==> src/rtl/ppu_vram_port.sv <==
// ppu_vram_port
//   Responder side of the PPU renderer fetch interface. Holds the loopy
//   scroll registers (v, t, fine_x, w), decodes CPU writes/reads of
//   $2000/$2002/$2005/$2006/$2007 and merges renderer fetches and CPU PPUDATA
//   accesses onto a single VRAM port.
// Ports
//   clk, rst                     clock, synchronous active-high reset
//   reg_addr/reg_wr/reg_rd/
//   reg_din/reg_dout             CPU register interface (reg_dout = PPUDATA buffer)
//   ppuctrl                      bit2 selects the PPUDATA increment (+1 / +32)
//   render_active                renderer owns the VRAM port
//   fetch_tile/attr/chr,
//   pattern_idx                  renderer fetch strobes and CHR address
//   v_incx/v_incy/v_resetx/
//   v_resety                     renderer scroll updates
//   fine_x, fine_y               scroll to renderer
//   data_o, attr_o               fetched byte / decoded attribute bits
//   vram_addr/rd/wr/din/dout     VRAM port (din valid one cycle after rd)
module ppu_vram_port (
  input  logic        clk,
  input  logic        rst,
  input  logic [2:0]  reg_addr,
  input  logic        reg_wr,
  input  logic        reg_rd,
  input  logic [7:0]  reg_din,
  output logic [7:0]  reg_dout,
  input  logic [7:0]  ppuctrl,
  input  logic        render_active,
  input  logic        fetch_tile,
  input  logic        fetch_attr,
  input  logic        fetch_chr,
  input  logic [12:0] pattern_idx,
  input  logic        v_incx,
  input  logic        v_incy,
  input  logic        v_resetx,
  input  logic        v_resety,
  output logic [2:0]  fine_x,
  output logic [2:0]  fine_y,
  output logic [7:0]  data_o,
  output logic [1:0]  attr_o,
  output logic [13:0] vram_addr,
  output logic        vram_rd,
  output logic        vram_wr,
  input  logic [7:0]  vram_din,
  output logic [7:0]  vram_dout
);

  typedef enum logic [1:0] {IDLE, ACCESS, CAPTURE} state_t;

  state_t      state;
  logic [14:0] v, t, v_r, v_step;
  logic        w;
  logic [7:0]  rbuf;
  logic        pending, pend_wr;
  logic [7:0]  pend_data;
  logic [1:0]  attr_q;

  logic wr0, wr5, wr6, rd2, cpu_data, glitch, incx, incy, fetch_any;

  // only bit 2 of PPUCTRL matters here
  logic unused_ctrl;
  assign unused_ctrl = ^{ppuctrl[7:3], ppuctrl[1:0]};

  assign wr0      = reg_wr && reg_addr == 3'd0;
  assign wr5      = reg_wr && reg_addr == 3'd5;
  assign wr6      = reg_wr && reg_addr == 3'd6;
  assign rd2      = reg_rd && reg_addr == 3'd2;
  assign cpu_data = (reg_wr || reg_rd) && reg_addr == 3'd7;
  // PPUDATA touched mid-render bumps v like a coarse-x plus y increment
  assign glitch   = cpu_data && render_active;
  assign incx     = v_incx || glitch;
  assign incy     = v_incy || glitch;
  assign v_step   = ppuctrl[2] ? 15'd32 : 15'd1;

  assign fine_y    = v[14:12];
  assign data_o    = vram_din;
  assign reg_dout  = rbuf;
  assign vram_dout = pend_data;
  assign fetch_any = render_active && (fetch_tile || fetch_attr || fetch_chr);

  // Renderer v update; x fields (v[10], v[4:0]) and y fields
  // (v[14:11], v[9:5]) are disjoint so incx and incy combine freely.
  always_comb begin
    v_r = v;
    if (incx) begin
      if (v[4:0] == 5'd31) begin
        v_r[4:0] = 5'd0;
        v_r[10]  = ~v[10];
      end else begin
        v_r[4:0] = v[4:0] + 5'd1;
      end
    end
    if (incy) begin
      if (v[14:12] != 3'd7) begin
        v_r[14:12] = v[14:12] + 3'd1;
      end else begin
        v_r[14:12] = 3'd0;
        if (v[9:5] == 5'd29) begin
          v_r[9:5] = 5'd0;
          v_r[11]  = ~v[11];
        end else if (v[9:5] == 5'd31) begin
          v_r[9:5] = 5'd0;
        end else begin
          v_r[9:5] = v[9:5] + 5'd1;
        end
      end
    end
    if (v_resetx) begin
      v_r[10]  = t[10];
      v_r[4:0] = t[4:0];
    end
    if (v_resety) begin
      v_r[14:11] = t[14:11];
      v_r[9:5]   = t[9:5];
    end
  end

  // VRAM port: renderer fetch wins over the CPU access cycle
  always_comb begin
    vram_addr = v[13:0];
    vram_rd   = 1'b0;
    vram_wr   = 1'b0;
    if (fetch_any) begin
      vram_rd = 1'b1;
      if (fetch_tile)
        vram_addr = {2'b10, v[11:0]};
      else if (fetch_attr)
        vram_addr = {2'b10, v[11:10], 4'b1111, v[9:7], v[4:2]};
      else
        vram_addr = {1'b0, pattern_idx};
    end else if (state == ACCESS) begin
      vram_rd = ~pend_wr;
      vram_wr = pend_wr;
    end
  end

  always_comb begin
    case (attr_q)
      2'd0:    attr_o = vram_din[1:0];
      2'd1:    attr_o = vram_din[3:2];
      2'd2:    attr_o = vram_din[5:4];
      default: attr_o = vram_din[7:6];
    endcase
  end

  always_ff @(posedge clk) begin
    if (rst)
      attr_q <= 2'd0;
    else if (render_active && fetch_attr)
      attr_q <= {v[6], v[1]};
  end

  // Scroll registers; a $2006 second write is last so it overrides
  // every other v update on the same edge.
  always_ff @(posedge clk) begin
    if (rst) begin
      v      <= 15'd0;
      t      <= 15'd0;
      fine_x <= 3'd0;
      w      <= 1'b0;
    end else begin
      if (state == ACCESS) v <= v + v_step;
      else                 v <= v_r;
      if (wr0) t[11:10] <= reg_din[1:0];
      if (rd2) w <= 1'b0;
      if (wr5) begin
        if (!w) begin
          t[4:0] <= reg_din[7:3];
          fine_x <= reg_din[2:0];
        end else begin
          t[14:12] <= reg_din[2:0];
          t[9:5]   <= reg_din[7:3];
        end
        w <= ~w;
      end
      if (wr6) begin
        if (!w) begin
          t[13:8] <= reg_din[5:0];
          t[14]   <= 1'b0;
        end else begin
          t[7:0] <= reg_din;
          v      <= {t[14:8], reg_din};
        end
        w <= ~w;
      end
    end
  end

  // PPUDATA access FSM; pending waits in IDLE while the renderer is active
  always_ff @(posedge clk) begin
    if (rst) begin
      state     <= IDLE;
      pending   <= 1'b0;
      pend_wr   <= 1'b0;
      pend_data <= 8'd0;
      rbuf      <= 8'd0;
    end else begin
      case (state)
        IDLE: begin
          if (pending && !render_active) begin
            state   <= ACCESS;
            pending <= 1'b0;
          end else if (cpu_data && !render_active && !pending) begin
            pending   <= 1'b1;
            pend_wr   <= reg_wr;
            pend_data <= reg_din;
          end
        end
        ACCESS:  state <= pend_wr ? IDLE : CAPTURE;
        CAPTURE: begin
          rbuf  <= vram_din;
          state <= IDLE;
        end
        default: state <= IDLE;
      endcase
    end
  end

endmodule

==> config.mk <==
export PLATFORM = sky130hd
export DESIGN_NAME = ppu_vram_port
export DESIGN_NICKNAME = d
export VERILOG_FILES = /design/src/rtl/ppu_vram_port.sv
export SDC_FILE = /design/constraint.sdc
export NUM_CORES = 1
export LEC_CHECK = 0
export ABC_CLOCK_PERIOD_IN_PS = 2300
export BUFFER_PORTS_ARGS = -buffer_cell sky130_fd_sc_hd__buf_2
export CORE_MARGIN = 2
export CORE_UTILIZATION = 35
export DETAILED_ROUTE_END_ITERATION = 8
export GPL_TIMING_DRIVEN = 1
export SYNTH_ARGS = -nofsm -noshare
export SYNTH_HDL_FRONTEND = slang
export SYNTH_SLANG_ARGS = --single-unit
==> constraint.sdc <==
create_clock -name clk -period 2.3 [get_ports clk]
set_input_delay 0.46 -clock clk [delete_from_list [all_inputs] [get_ports clk]]
set_output_delay 0.46 -clock clk [all_outputs]
set_load 0.05 [all_outputs]
==> metrics.md <==
| Metric | Value |
|---|---|
| Final critical-path required period | `2.154 ns` |
| Total Neg Setup Slack | `0 ns` |
| Finished Cell Area | `4304 um2` |
| Type of the worst setup path | `reg2reg` |
| Outcome | `complete, no violations` |
| Fraction of the mapped netlist area in adder cells | `3.439%` |
| Proportion of netlist area held by the largest area contributor | `30.81%` |
| Commonest cells in the netlist | `sky130_fd_sc_hd__dfxtp_1, sky130_fd_sc_hd__nand2_1, sky130_fd_sc_hd__nor2_1` |
| Skew-Pair Late Insertion Delay | `0.32 ns` |
| Router iterations before antenna repair | `5` |
| Count of routing violations after the opening detailed-route iteration | `306` |
| Sum of routed wire segments on met1 | `5016 um` |
| Primary FF master, synth | `sky130_fd_sc_hd__dfxtp_1` |
| Count of port buffers added during placement | `92` |
| Fraction of registers with async set/reset | `0%` |
| Mean routed wirelength per cell | `16.04 um` |
| Met2 WL post-DR | `4633 um` |
| Multi-input combinational cell area | `2262 um2` |
| CTS Buf Count | `5` |
| Cell Count Post-Placement | `654` |
| Final Instance Count excl. Fillers | `662` |
| Final count of hold timing violations | `0` |
| Tightest Pin Transition | `0.6039 ns` |
| Pre-CTS WS | `0.1097 ns` |
| Met3 wirelength from detailed routing | `777 um` |
| Setup repair after global routing missed its margin | `no` |
| H-tree levels | `2` |
| Final number of max-transition violations | `0` |
| Gate Count Post-Synth | `450` |
| Via Count | `3,576` |
| Proportion of synthesized chip area in sequential cells | `30.81%` |
| Syn Std Cell Area | `3638 um2` |
| Final #Nets | `587` |
| Number of fill cells | `1,048` |
| Post-synth EDFFs | `0` |
| Global-route wire length before repair | `17,230 um` |
| Layout cell share with drive strength beyond 1 | `27.76%` |
| Buffer count from post-CTS setup fixing | `0` |
| Top cells by area, synth | `sky130_fd_sc_hd__dfxtp_1, sky130_fd_sc_hd__mux2i_1, sky130_fd_sc_hd__nand2_1` |
| Reg2reg path depth | `8` |
| TritonCTS sink count | `56` |
| Total wirelength of the detailed-routed design | `10,620 um` |
| Peak per-stage delay on the critical path | `0.44 ns` |
| Hold crit path type | `in2reg` |
| Leading cell type by number of instances after synthesis | `sky130_fd_sc_hd__dfxtp_1` |
| Overall fraction of global-route tracks in use | `18.99%` |
| Crit-path cells | `ha_1 -> and3_1 -> ha_1 -> nand4_1 -> o21ai_0 -> xnor2_1 -> o21ai_0 -> a221o_1` |
| Register bit count reported by yosys | `56` |
| Post-route ant nets | `0` |
| Final design utilization | `42.07%` |
| Pwr dens | `486.6 nW/um2` |
| Clk Tree Root Cell | `sky130_fd_sc_hd__clkbuf_8` |
| Top-Level Pins | `100` |
| Worst setup EP type | `flip-flop` |
| Hold Path Stages | `3` |
| Final period util | `93.64%` |
| Uppermost metal layer occupied by signal nets | `met4` |
| Average size of a mapped cell | `8.086 um2` |
| Yosys warning count | `0` |
| Leakage Power | `1.854 nW` |
| Antenna diode count | `0` |
| Pin count of the biggest net entering global routing | `47` |
| Max Clock Freq | `0.4643 GHz` |
| Slowest stage cell, crit path | `sky130_fd_sc_hd__dfxtp_1` |
| Combined buffer and inverter count along the critical path | `0` |
| Worst Setup Slack, final | `0.1464 ns` |
| Number of global-route vias before repair | `3,430` |
| Final GP Congestion | `0.8304` |
| Clock tree from TritonCTS | `built` |
| Number of max-cap violations | `0` |
| Residual overflow from global routing | `0` |
| Minimum setup slack among reg-to-reg paths | `0.15 ns` |
| Post-DP HPWL | `7849 um` |
| Total die area | `11,230 um2` |
| Compound-cell area share of the yosys netlist | `21.53%` |
| Initial antenna violation count | `0` |
| Logic depth of the worst setup path including buffers | `8` |
| Kind of launch point of the worst setup path | `flip-flop` |
| Chip Height | `106.0 um` |
| Category of cells accounting for the largest share of critical-path delay | `compound AO/OA/AOI/OAI gates` |
| Number of hold buffers added after cts | `0` |
| Nets in the synthesized netlist | `512` |
| Horiz. Die Dim | `106.0 um` |
| Synthesized-area fraction occupied by and/or/nand/nor cells | `23.18%` |
| Register area | `1121 um2` |
| CTS max path bufs | `2` |
| Area Growth Syn to Fin | `18.29%` |
| Share of cell area taken by muxes after synthesis | `11.11%` |
| Core Area | `10,230 um2` |
| Site row count | `37` |
| Max transition margin | `59.74%` |
| Data required time at the worst endpoint | `2.51 ns` |
| Skew final | `0.01450 ns` |
| Clock transition at path regs | `0.12 ns` |
| IR Drop Worst-Case VDD | `0.3052 mV` |
| Count of distinct cell types in the synthesized netlist | `69` |
| Biggest fanout along the worst timing path | `5` |
| Dominant combinational cell family by area after synthesis | `simple AND/OR/NAND/NOR gates` |
| Mean number of vias per cell | `5.402` |
| Initial standard-cell utilization of the core | `35.56%` |
| Largest area contributor in the netlist | `sky130_fd_sc_hd__dfxtp_1` |
| Arr. time, crit path | `2.37 ns` |
| Post-route DRC | `0` |
| Number of endpoints failing setup at the final stage | `0` |
| Synth Area in XOR/XNOR | `2.407%` |
| Cells resized by post-CTS repair | `0` |
| Area after detailed placement | `4209 um2` |
final cells by class:
class / instances / area share, %
multi-input cells: 338 / 52.56
flip-flops and latches: 56 / 26.05
repair buffers: 112 / 14.19
well taps: 136 / 3.953
clock buffers: 5 / 1.599
inverters: 12 / 1.047
clock inverters: 3 / 0.6105
layer usage:
layer  GRT usage [%]  up-vias
li1                -     1773
met1           27.39     1651
met2           29.68      137
met3           2.330       15
met4           5.733        0
met5               0        -
sequential cells by signal, summed over array words and instances, names as in the netlist, 2 cells and up, named ones only:
name and flops:
state 2, fine_x 3, t 13, v 15, attr_q 2, vram_dout 8, reg_dout 8
report_power, final:
group          switching (mW)  internal [mW]
clock                   0.371          0.224
combinational           0.318          0.156
sequential             0.0293          0.996
worst min-delay path, stage by stage:
cell                      delay, ns
sky130_fd_sc_hd__buf_2         0.09
sky130_fd_sc_hd__mux2i_1       0.06
sky130_fd_sc_hd__nor2_1        0.07
per-stage QoR:
step	power, mW	hold WS [ns]
finish	2.094	0.3949
global route	2.180	0.4119
CTS	2.107	0.3873
detailed placement	1.521	0.4542
global placement	1.511	0.4526
floorplan	1.381	0.4311
cell families (layout without fill, tap and decap cells):
kind of cell	count (synthesis)	count (layout)
mux	37	37
flops	56	56
simple gates	170	170
fa+ha+maj	10	10
compound gates	111	111
xor+xnor	10	10
buf+inv	56	132
layout by cell type (no fill, tap or decap), drive strengths merged, types with 6 or more instances in the layout:
cell type,n
o21ai,26
mux2i,28
mux2,7
a21oi,26
nand2b,7
ha,10
buf,112
inv,13
nor3,16
dfxtp,56
a211oi,6
nand3,14
a22oi,7
nand2,51
nor2,47
xnor2,8
a31oi,7
worst paths after layout:
kind,from,to
setup reg to reg,v[0],v[10]
setup / recovery,v[0],v[10]
hold / removal,vram_din[5],reg_dout[5]
hold reg to reg,t[3],t[3]
No activity file was read; power rests on OpenSTA's default activity.
